===== src/rtl/store_drain_buffer.sv =====
// Committed-store FIFO in front of a single-port data memory: drains one store
// per idle cycle, yields the port to loads and forwards the youngest matching store.
module store_drain_buffer #(
    parameter int DEPTH  = 4,
    parameter int ADDR_W = 32,
    parameter int DATA_W = 32
) (
    input  logic              clk,
    input  logic              reset,
    input  logic              push_valid,
    input  logic [ADDR_W-1:0] push_addr,
    input  logic [DATA_W-1:0] push_data,
    output logic              push_ready,
    input  logic              ld_req,
    input  logic [ADDR_W-1:0] ld_addr,
    output logic [ADDR_W-1:0] mem_addr,
    output logic [DATA_W-1:0] mem_wdata,
    output logic              mem_we,
    input  logic [DATA_W-1:0] mem_rdata,
    output logic              ld_valid,
    output logic [DATA_W-1:0] ld_data,
    output logic              empty
);

    localparam int PTR_W = $clog2(DEPTH);
    localparam logic [PTR_W:0] FULL_CNT = (PTR_W + 1)'(DEPTH);

    logic [ADDR_W-1:0] entry_addr [DEPTH];
    logic [DATA_W-1:0] entry_data [DEPTH];

    logic [PTR_W-1:0]  head_ptr;
    logic [PTR_W-1:0]  tail_ptr;
    logic [PTR_W:0]    count;
    logic              push_acc;
    logic              drain;
    logic              fwd_hit;
    logic [DATA_W-1:0] fwd_data;
    logic              hit_d;
    logic [DATA_W-1:0] hit_data_d;
    logic [PTR_W-1:0]  idx;

    assign push_ready = (count != FULL_CNT);
    assign empty      = (count == '0);
    assign push_acc   = push_valid && push_ready;
    assign mem_we     = (count != '0) && !ld_req;
    assign drain      = mem_we;
    assign mem_addr   = ld_req ? ld_addr : entry_addr[head_ptr];
    assign mem_wdata  = entry_data[head_ptr];
    assign ld_data    = fwd_hit ? fwd_data : mem_rdata;

    // Scan oldest to youngest so later matches override; the accepting push is youngest of all.
    always_comb begin
        hit_d      = 1'b0;
        hit_data_d = '0;
        idx        = '0;
        for (int unsigned i = 0; i < DEPTH; i++) begin
            idx = head_ptr + PTR_W'(i);
            if (((PTR_W + 1)'(i) < count) && (entry_addr[idx] == ld_addr)) begin
                hit_d      = 1'b1;
                hit_data_d = entry_data[idx];
            end
        end
        if (push_acc && (push_addr == ld_addr)) begin
            hit_d      = 1'b1;
            hit_data_d = push_data;
        end
    end

    always_ff @(posedge clk) begin
        if (push_acc) begin
            entry_addr[tail_ptr] <= push_addr;
            entry_data[tail_ptr] <= push_data;
        end
    end

    always_ff @(posedge clk or posedge reset) begin
        if (reset) begin
            head_ptr <= '0;
            tail_ptr <= '0;
            count    <= '0;
            ld_valid <= 1'b0;
            fwd_hit  <= 1'b0;
            fwd_data <= '0;
        end else begin
            if (push_acc) tail_ptr <= tail_ptr + PTR_W'(1);
            if (drain)    head_ptr <= head_ptr + PTR_W'(1);
            case ({push_acc, drain})
                2'b10:   count <= count + (PTR_W + 1)'(1);
                2'b01:   count <= count - (PTR_W + 1)'(1);
                default: count <= count;
            endcase
            ld_valid <= ld_req;
            fwd_hit  <= ld_req && hit_d;
            if (ld_req && hit_d) fwd_data <= hit_data_d;
        end
    end

endmodule


===== config.mk =====
export PLATFORM = sky130hd
export DESIGN_NAME = store_drain_buffer
export DESIGN_NICKNAME = d
export VERILOG_FILES = /design/src/rtl/store_drain_buffer.sv
export SDC_FILE = /design/constraint.sdc
export NUM_CORES = 1
export LEC_CHECK = 0
export ABC_AREA = 1
export ABC_CLOCK_PERIOD_IN_PS = 12500
export BUFFER_PORTS_ARGS = -buffer_cell sky130_fd_sc_hd__buf_2
export CAP_MARGIN = 25
export CORE_UTILIZATION = 60
export CTS_CLUSTER_DIAMETER = 120
export DETAILED_ROUTE_END_ITERATION = 8
export MAX_ROUTING_LAYER = met4
export PLACE_DENSITY = 0.78
export SLEW_MARGIN = 40
export SYNTH_ARGS = -nofsm -noshare
export SYNTH_HDL_FRONTEND = slang
export SYNTH_SLANG_ARGS = --single-unit

===== constraint.sdc =====
create_clock -name clk -period 12.5 [get_ports clk]
set_clock_uncertainty 0.2 [all_clocks]
set_input_delay 0.625 -clock clk [delete_from_list [all_inputs] [get_ports clk]]
set_output_delay 0.625 -clock clk [all_outputs]
set_load 0.005 [all_outputs]

# Word-level counts from Yosys, hierarchy flattened
# Memories as Yosys holds them, arrays and structs flattened.
# Cells that the tools add are included.
[word_totals]
elab_cells = 53
ff_bits = 41
mem_count = 2
mem_bits_rw = 256
[op_classes]
muxes = 15
n_addsub = 6
n_eq_ne = 8
n_reduce_logical = 12
magnitude_cmp = 4
[memory_table]
columns = ["name", "words", "word_bits", "read_ports", "rd_clocked_by_memory_dff", "write_ports", "line_no", "rtl"]
rows = [
  ["entry_addr", 4, 32, 4, 0, 1, "28", "logic [ADDR_W-1:0] entry_addr [DEPTH];"],
  ["entry_data", 4, 32, 4, 0, 1, "29", "logic [DATA_W-1:0] entry_data [DEPTH];"],
]
[ops]
columns = ["operator", "n"]
rows = [
  ["$mux W32", 7],
  ["$eq A32 B32 Y1", 5],
  ["$logic_and A1 B1 Y1", 8],
  ["$mux W1", 7],
  ["$lt A1 B3 Y1 const A", 2],
  ["$lt A2 B3 Y1 const A", 2],
  ["$pmux W3 S2", 1],
  ["$add A2 B1 Y2 const B", 2],
  ["$add A2 B2 Y2 const B", 2],
  ["$add A3 B1 Y3 const B", 1],
  ["$logic_not A3 Y1", 1],
  ["$ne A3 B3 Y1 const B", 1],
  ["$reduce_bool A3 Y1", 1],
  ["$sub A3 B1 Y3 const B", 1],
  ["$eq A2 B1 Y1 const B", 1],
  ["$eq A2 B2 Y1 const B", 1],
  ["$reduce_bool A2 Y1", 1],
  ["$logic_not A1 Y1", 1],
]

# Longest topological paths before layout
# Gate-level depths: netlist of run 1.
# An unclocked memory read counts as a cell.
[logic_depth]
word_depth = 9
depth_mapped = 22

# Least setup slack after synthesis of run 1
# OpenSTA, ideal clock, no wires.
[synth_path]
kind = "reg2reg"
startpoint = "register count[0]"
endpoint = "memory entry_addr[0][0], enable pin"
stages_incl_launch_ff = 6
t_arrival_ns = 3.659
path_slack_ns = 8.154
setup_ns = 0.487
path_buffers = 0
cell_sequence = "dfrtp_1 -> inv_1 -> ha_1 -> nand2_1 -> nand2_1 -> nor2_1"
[synth_via]
elab_chain_cells = 4
[synth_rtl]
columns = ["element", "line_no", "rtl"]
rows = [
  ["start: declaration", "33", "logic [PTR_W:0] count;"],
  ["start signal: assignment", "88", "2'b10: count <= count + (PTR_W + 1)'(1);"],
  ["start signal: assignment", "89", "2'b01: count <= count - (PTR_W + 1)'(1);"],
  ["start signal: assignment", "90", "default: count <= count;"],
  ["$ne A3 B3 Y1", "42", "assign push_ready = (count != FULL_CNT);"],
  ["via push_ready", "13", "output logic push_ready,"],
  ["$logic_and A1 B1 Y1", "44", "assign push_acc = push_valid && push_ready;"],
  ["$mux W1", "70", "if (push_acc) begin"],
  ["$mux W1 (implied by the code)", "71", "entry_addr[tail_ptr] <= push_addr;"],
  ["end: declaration", "28", ""],
]
# The timed path passes the listed nets, and every way through them passes these cells.

# Final worst setup path of run 1
[layout_path]
startpoint = "register head_ptr[1]"
endpoint = "register fwd_data[5]"
[layout_via]
elab_chain_cells = 9
[layout_rtl]
columns = ["element", "line_no", "rtl"]
rows = [
  ["start: declaration", "31", "logic [PTR_W-1:0] head_ptr;"],
  ["start signal: assignment", "86", "if (drain) head_ptr <= head_ptr + PTR_W'(1);"],
  ["$add A2 B1 Y2 / $mem_v2 Z4 W32 (equally long branches)", "--", ""],
  ["$mem_v2 Z4 W32 / $eq A32 B32 Y1 (equally long branches)", "--", ""],
  ["$eq A32 B32 Y1 / $logic_and A1 B1 Y1 (equally long branches)", "58", "if (((PTR_W + 1)'(i) < count) && (entry_addr[idx] == ld_addr)) begin"],
  ["$logic_and A1 B1 Y1 / $mux W1 (equally long branches)", "58", ""],
  ["$mux W1 (3 in series)", "58", ""],
  ["$mux W1", "63", "if (push_acc && (push_addr == ld_addr)) begin"],
  ["$logic_and A1 B1 Y1", "94", "if (ld_req && hit_d) fwd_data <= hit_data_d;"],
  ["end signal: assignment", "94", ""],
  ["end: declaration", "37", "logic [DATA_W-1:0] fwd_data;"],
]
# Several ways; a longest one is shown, not always the timed one.
# A chain may end at the register's enable or synchronous reset.

==> metrics list, run 1 <==
* Multi-input logic area: roughly 10000 µm²
- The number of global-route vias before repair was 18641.
- Depth of the CTS H-tree: 2
- Number of setup violations in the final report: 0
* Die footprint: approximately 34000 µm²
* First-pass GRT wire length: between 90 and 100 mm
- Reported leakage power: approximately 11 nW
* Arrival time of data at the critical path endpoint: 6.43 ns
- Setup ws final: 6.28 ns
- Async set-or-reset flop fraction in the synthesized netlist: 13.8%
- Final period util: around half
- Post-layout net count: 3177
- Final estimated routing congestion in global placement: ~1.1
- After floorplanning, the core was divided into 66 placement rows.
- The number of different library cells used by synthesis comes to 33.
- Worst-Margin Slew: 0.889 ns
- Counting every net in the synthesized netlist gives 3072.
* Number of buffers between clock root and the deepest sink: 3
- Initial antenna violation count: 4
- Static timing analysis puts the maximum clock frequency at between 150 and 200 MHz.
- After detailed routing, the total wire length is around 66 mm.
* Status: finished clean
* Startpoint of the most critical setup path: head_ptr[1]$_DFFE_PP0P_
- Total number of yosys warnings: 0
- Final ANT Viol Nets: 0
- Per-instance average area after synthesis: roughly 6.9 µm²
* Post-synthesis instance area: about 20000 µm²
* Kind of launch point of the worst setup path: register
* Crit path max fanout: 81
- Relative to the synthesized area, the layout overhead comes to 11.4%.
* Clock tree from TritonCTS: done
- Utilization of the core after routing: roughly 70%
- Cell taking the most area after synthesis: edfxtp_1
- The top cell type by area accounts for around 38% of the synthesized area.
- The largest individual stage delay along the critical path comes from the cell buf_4.
* Clock slew seen by the registers of the worst setup and hold paths: about 0.060 ns
- After global routing the overflow that remains totals 0.
- Setup TNS: 0 ns
- Number of max-capacitance violations reported: 0
* Remaining max-slew budget at the tightest pin: around two fifths
- The number of buffers and inverters on the critical path is 5.
- Summing the sequential cell areas from Yosys gives a little over two fifths of the chip area.
* Num CTS Buffers: 35
- Yosys instantiated no cell more often than nand2_1.
- For the worst-skew pair, the clock arrives at the later sink with an insertion delay of around 0.53 ns.
- Endpoint type of the worst setup path: register
- The floorplan step defined a core boundary enclosing about 33000 µm².
- Counting every sink on the clock net gives just under 300.
- Detail-routed net length per standard cell: ~19 µm
- The die is 186 µm wide.
- By area the synthesized netlist is led by edfxtp_1, nand2_1, o21ai_0.
- Required time at the worst-slack endpoint: 12.72 ns
- Kind of critical path: reg -> reg
- Number of buffers added for setup after CTS: 0
* Buffers on Ports: 231
- In this run the critical register-to-register path is launched from head_ptr[1]$_DFFE_PP0P_.
- In this run, the number of DRC markers left after iteration 0 of detailed routing was around 2300.
- Power spread over the standard cell area amounts to between 200 and 250 nW/µm².
* Worst setup slack before clock tree synthesis: around 6.2 ns
* Clock Root Buffer: clkbuf_16
- Peak supply drop: 0.186 mV
* Number of I/O pins: 232
* Share of post-route cells with drive strength above 1: a little under an eighth
- For this run, the leading register cell type out of synthesis is edfxtp_1.
- Via Count: a little over 20000
- Grouping stages by cell kind, the critical path spends the most delay in buffers and inverters.
- Overall power: 0.00525 W
- Slowest Stage Delay on Critical Path: between 0.7 and 0.8 ns
* Post-DR vias/cell: between 5 and 6
- The final-report hold violation count is 0.
* Register area: roughly 8700 µm²
* Overall routing resource usage: 39.1%
* Unrepaired setup endpoints after global routing: false
- Once detailed placement completed, the half-perimeter wirelength came to between 40 and 50 mm.
- Effective utilization at floorplan: about 62%
* Post-route minimum period: approximately 6.2 ns
- The signal on the critical path passes through inv_4 > buf_6 > nand2_1 > nand2_4 > buf_4 > nand2_1 > nand2_1 > nand2_1 > nand2_1 > nor2_1 > nand2_1 > nor2_1 > nand3_1 > nor2_2 > buf_4 > nor2_1 > nand3_1 > nand2_2 > buf_4 > nor2_1 > nand2_1 > nand2_1.
- Fillers: 2752
* Chip height: between 150 and 200 µm
* Largest net degree at the start of global routing: 118
- The synthesized design contains roughly 300 register bits.
- Worst path most repeated cell: nand2_1
- In the routed design, unresolved DRC markers number 0.
- Gates resized during post-CTS repair numbered 0.
- The first detailed-routing pass took 8 iterations.
* Commonest cells in the synthesized netlist: nand2_1, o21ai_0, nand3_1, edfxtp_1, nor2_1
* Hold_buf cts: 0
- Slew Viols, Final: 0
- Post-synth EDFFs: between 200 and 300
- After technology mapping, the gate count stands at about 2900.
- The worst hold path belongs to the class in -> async.
cell type report:
type,count,share of cell area [%]
sequential,297,38.7
clock buffer,53,4.60
multi-input combinational,2247,44.4
inverter,204,3.45
tap,442,2.45
antenna,4,0.0444
timing repair buffer,251,5.92
clock inverter,10,0.444
kinds of logic (layout without fill, tap and decap cells):
group                      Yosys count  in the layout  synth area share (%)
and+or+nand+nor                   1752           1752                  34.6
AOI/OAI and AO/OA                  406            406                  10.2
buffers and inverters              387            518                  7.79
DFF                                297            297                  43.0
xor gates and xnor gates            48             48                  2.08
muxes                               32             32                  1.78
adders and majority gates            9              9                 0.556
other                                0              4                     0
cell usage in the layout (no fill, tap or decap), drive strengths merged, types with 11 or more instances in the layout:
cell type / count
nor2: 209
o21ai: 353
inv: 203
mux2: 32
clkbuf: 53
xor2: 32
dfrtp: 41
a21oi: 40
nand4: 11
buf: 251
nand3: 287
nand2: 1233
edfxtp: 256
xnor2: 16
worst min-delay path, stage by stage:
cell	delay, ns
buf_2	0.10
inv_2	0.04
buf_4	0.52
layer usage:
layer	global-route usage [%]	up-vias	part of all wire, %
met5	-	-	0
li1	-	9731	-
met2	61.3	1230	47
met4	23.4	0	5.8
met3	6.08	236	9.8
met1	47.7	9300	38
report_power, final:
| part | switching, W | total (W) | internal (W) |
|---|---|---|---|
| registers | 0.000112 | 0.00139 | 0.00128 |
| clock network | 0.000415 | 0.00103 | 0.000614 |
| logic | 0.00205 | 0.00283 | 0.000782 |
| total | 0.00257 | 0.00525 | 0.00268 |
registers in the layout, summed over array words and instances (netlist names):
| register | cells |
|---|---|
| head_ptr | 2 |
| fwd_data | 32 |
| entry_data | 128 |
| fwd_hit | 1 |
| entry_addr | 128 |
| count | 3 |
| tail_ptr | 2 |
| ld_valid | 1 |
path summary, 6_finish.rpt:
check / slack [ns] / cells after the start / to
worst min-delay path: 0.06 / 3 / ld_valid$_DFF_PP0_
worst max-delay path: 6.28 / 22 / fwd_data[5]$_DFFE_PP0P_
min in group clk: 0.12 / 1 / entry_data[3][10]$_DFFE_PP_
worst max register to register: 6.28 / 22 / fwd_data[5]$_DFFE_PP0P_
worst min register to register: 0.29 / 2 / fwd_data[20]$_DFFE_PP0P_
max in group asynchronous: 11.52 / 3 / head_ptr[0]$_DFFE_PP0P_
stage by stage:
step	hold slack (ns)	instances	cell area (µm²)
after CTS	0.0874	3504	22500
after global placement	0.263	3441	21400
after floorplan	0.243	2931	20200
final	0.0622	3508	22500
after global routing	0.106	3507	22500
after detailed placement	0.269	3441	21400
Power figures use the tool's default switching activity.
==> run 2, diff against run 1 <==
Settings changed: ABC_CLOCK_PERIOD_IN_PS 12500 to 5600, CORE_UTILIZATION 60 to 54, PLACE_DENSITY 0.78 to 0.74.
Clock period 12.5 ns to 5.6 ns, I/O delays scaled along.
==> run 2 against run 1 <==
  * Non-clock buffer count up 77
  * Sequential power increased by 120%
  * Wire length is 2.7% higher
  * First-iteration DRC count fell by 2.9%
  * Clock-buffer cell count down 9
  * Power rose by 130%
  * Die area rose by 11%
  * Cell area increased by 4.4%
  * Critical path type unchanged
  * Critical endpoint unchanged
==> metrics list, run 2 (synthesized netlist as in run 1, its figures left out) <==
- Largest net degree at the start of global routing: 170 (+44%)
* Kind of launch point of the worst setup path: register
- Switching portion of total power: 48.2% (-0.84 points)
* Number of I/O pins: 232 (unchanged)
* First-pass GRT wire length: 104 mm (+4.7%)
* Arrival time of data at the critical path endpoint: 4.65 ns (-1.78 ns)
- The flow ran to the end, and the final reports show no timing, DRC or antenna violations.
* Combinational share of power: 53.5% (-0.4 points)
- Core footprint: 36800 µm² (+12%)
- The global-route usage over all layers came to 36.6% (-2.5 points).
- Clock latency of the later-clocked register in the worst-skew pair: 0.55 ns (+0.02 ns)
- Slowest Stage Delay on Critical Path: 0.72 ns (-0.07 ns)
- Clock tree sinks: 297 (unchanged)
- The maximum net fanout on the critical path came to 59 (-27%).
- Peak supply drop: 0.340 mV (+83%)
* Worst path most repeated cell: nand2_1
- The share of the cycle needed by the critical path after routing is 77.9% (+28 points).
- The data required time at the worst endpoint is 5.89 ns (-6.83 ns).
- Number of endpoints with negative hold slack in the final report: 0 (unchanged)
* DP Wirelength: 44.6 mm (+2.7%)
* Most frequent standard cell in the layout excluding fill and tap cells: nand2_1
- Register share of total power: 25.3% (-1.2 points)
- The library cells used most frequently in the layout, excluding fill and tap cells, are nand2_1, o21ai_0, nand3_1, edfxtp_1, buf_2.
- The critical path goes through inv_4 > nand2_1 > nand2_4 > buf_4 > nand2_1 > nand2_1 > nand2_1 > nand2_1 > nand2_1 > nor2_1 > nand3_1 > nor2_2 > buf_4 > nand2_1 > nand3_1 > nand2_1 > nand2_1 > nand2_1 > nand2_1.
* Worst-Margin Slew: 0.805 ns (-0.0835 ns)
* Initial antenna violation count: 2 (-2)
* Drt pass-1 iters: 6 (-2)
- Die footprint: 38300 µm² (+11%)
- The normalized max-slew margin came to 46.3% (+5.6 points).
- The kind of cell with the highest combined delay along the critical path is simple AND/OR/NAND/NOR gates.
- Detail-routed net length per standard cell: 18.7 µm (-0.25%)
- The worst setup path is captured at a register.
- The via count is 20464 (-0.16%).
- The site row count came to 70 (+6.1%).
- The number of buffer and inverter instances along the worst setup path was 3 (-2).
* Count of routing violations after the opening detailed-route iteration: 2248 (-2.9%)
* Post-DR vias/cell: 5.66 (-3.1%)
- Clock tree from TritonCTS: done
* Clock Root Buffer: clkbuf_16
* Utilization of the core after routing: 64.0% (-4.6 points)
- The aggregate negative setup slack is 0 ns (unchanged).
- Number of max-capacitance violations reported: 0 (unchanged)
- The clock network power share was 21.2% (+1.6 points).
* CP max stage cell: dfrtp_4
- Pwr per Cell Area: 514 nW/µm² (+120%)
- The overall die width came to 196 µm (+5.3%).
- Effective utilization at floorplan: 55.0% (-6.6 points)
- Share of post-route cells with drive strength above 1: 12.0% (+0.47 points)
- The die height is 196 µm (+5.3%).
- The number of buffers created by CTS was 37 (+5.7%).
- Buffers on Ports: 231 (unchanged)
- Post-route minimum period: 4.36 ns (-1.86 ns)
- The final RePlAce weighted congestion is 1.03 (-1.8%).
- The min-delay analysis places its worst path in the category in -> reg.
* Kind of critical path: reg -> reg
- The maximum achievable frequency came to 229 MHz (+43%).
- Post-layout net count: 3256 (+2.5%)
- In the final layout, the registers with the most flip-flops are entry_addr: 128 flops, entry_data: 128 flops, fwd_data: 32 flops.
* Number of global-route vias before repair: 19147 (+2.7%)
- Final routed DRC violation total: 0 (unchanged)
* Depth of the CTS H-tree: 2 (unchanged)
- Final wirelength: 67.6 mm (+2.7%)
- The max-slew violation count is 0 (unchanged).
- Power Internal: 0.00627 W (+130%)
- Final ANT Viol Nets: 0 (unchanged)
* Switching pwr: 0.00583 W (+130%)
- The final number of setup-violating endpoints was 0 (unchanged).
- Unrepaired setup endpoints after global routing: false
- Clock slew seen by the registers of the worst setup and hold paths: 0.06 ns (about the same)
- From synthesis to final layout, the design area changed by 16.3%.
* Overflow left after global routing: 0 (unchanged)
- Reported leakage power: 11.2 nW (+4.0%)
- The largest buffer count on any clock path came to 3 (unchanged).
==> run 2: cell count changes in the layout (fill, tap and decap cells not counted), sizes merged <==
cell and delta:
clkinvlp +3, diode -2, bufinv +4, clkinv +7, inv -1, clkbuf -9
dlygate4sd3 +65, buf +12
==> run 2: final timing paths <==
check | depth (start not counted) | to | slack [ns] | from
worst min register to register | 2 | fwd_data[9]$_DFFE_PP0P_ | 0.28 | fwd_data[9]$_DFFE_PP0P_
worst max-delay path | 19 | fwd_data[5]$_DFFE_PP0P_ | 1.24 | head_ptr[0]$_DFFE_PP0P_
max in group asynchronous | 4 | head_ptr[0]$_DFFE_PP0P_ | 4.38 | reset
worst min-delay path | 2 | ld_valid$_DFF_PP0_ | 0.08 | ld_req
min in group asynchronous | 4 | fwd_data[0]$_DFFE_PP0P_ | 0.26 | reset
worst max register to register | 19 | fwd_data[5]$_DFFE_PP0P_ | 1.24 | head_ptr[0]$_DFFE_PP0P_
==> run 2: final cells by class <==
cell class / count / area (µm²)
sequential: 297 / 8720
tap: 468 / 586
clock inverter: 23 / 298
clock buffer: 44 / 1010
multi-input combinational: 2247 / 10000
antenna: 2 / 5.00
timing repair buffer: 328 / 2140
fill: 3276 / 13200
inverter: 204 / 773
==> run 2: timing repair <==
item	4_1_cts	5_1_grt
hold buffers	65	0
resized for setup	0	0
endpoints found under the hold margin	329	0
setup buffers	0	0
==> run 2: routing by layer <==
layer	global-route usage, %	wire length [µm]
met3	4.39	6300
met1	45.2	26400
met5	-	0
met2	60.1	32000
met4	16.8	2910
==> run 2: power by group through the flow <==
stage,Combinational (W),Clock (W),Sequential [W]
2_1_floorplan,0.00444,0,0.00304
3_3_place_gp,0.00619,0,0.00309
3_5_place_dp,0.00631,0,0.00310
4_1_cts,0.00637,0.00259,0.00306
5_1_grt,0.00719,0.00267,0.00311
6_report,0.00647,0.00256,0.00307
==> run 2: stage by stage <==
stage	cells	setup slack, ns	instance area, µm²	total power [W]	hold WS (ns)
2_1_floorplan	2931	1.25	20200	0.00748	0.111
3_5_place_dp	3479	1.37	21600	0.00941	0.266
4_1_cts	3611	1.36	23500	0.0120	0.0614
3_3_place_gp	3479	1.44	21600	0.00928	0.265
5_1_grt	3613	0.891	23500	0.0130	0.114
6_report	3613	1.24	23500	0.0121	0.0765
==> run 2: worst reg2reg max path, delay by kind of cell, from the launching register on <==
kind | cells | cell delay, ns
flip-flops | 1 | 0.72
AND/OR/NAND/NOR | 16 | 2.04
buffers and inverters | 3 | 1.34
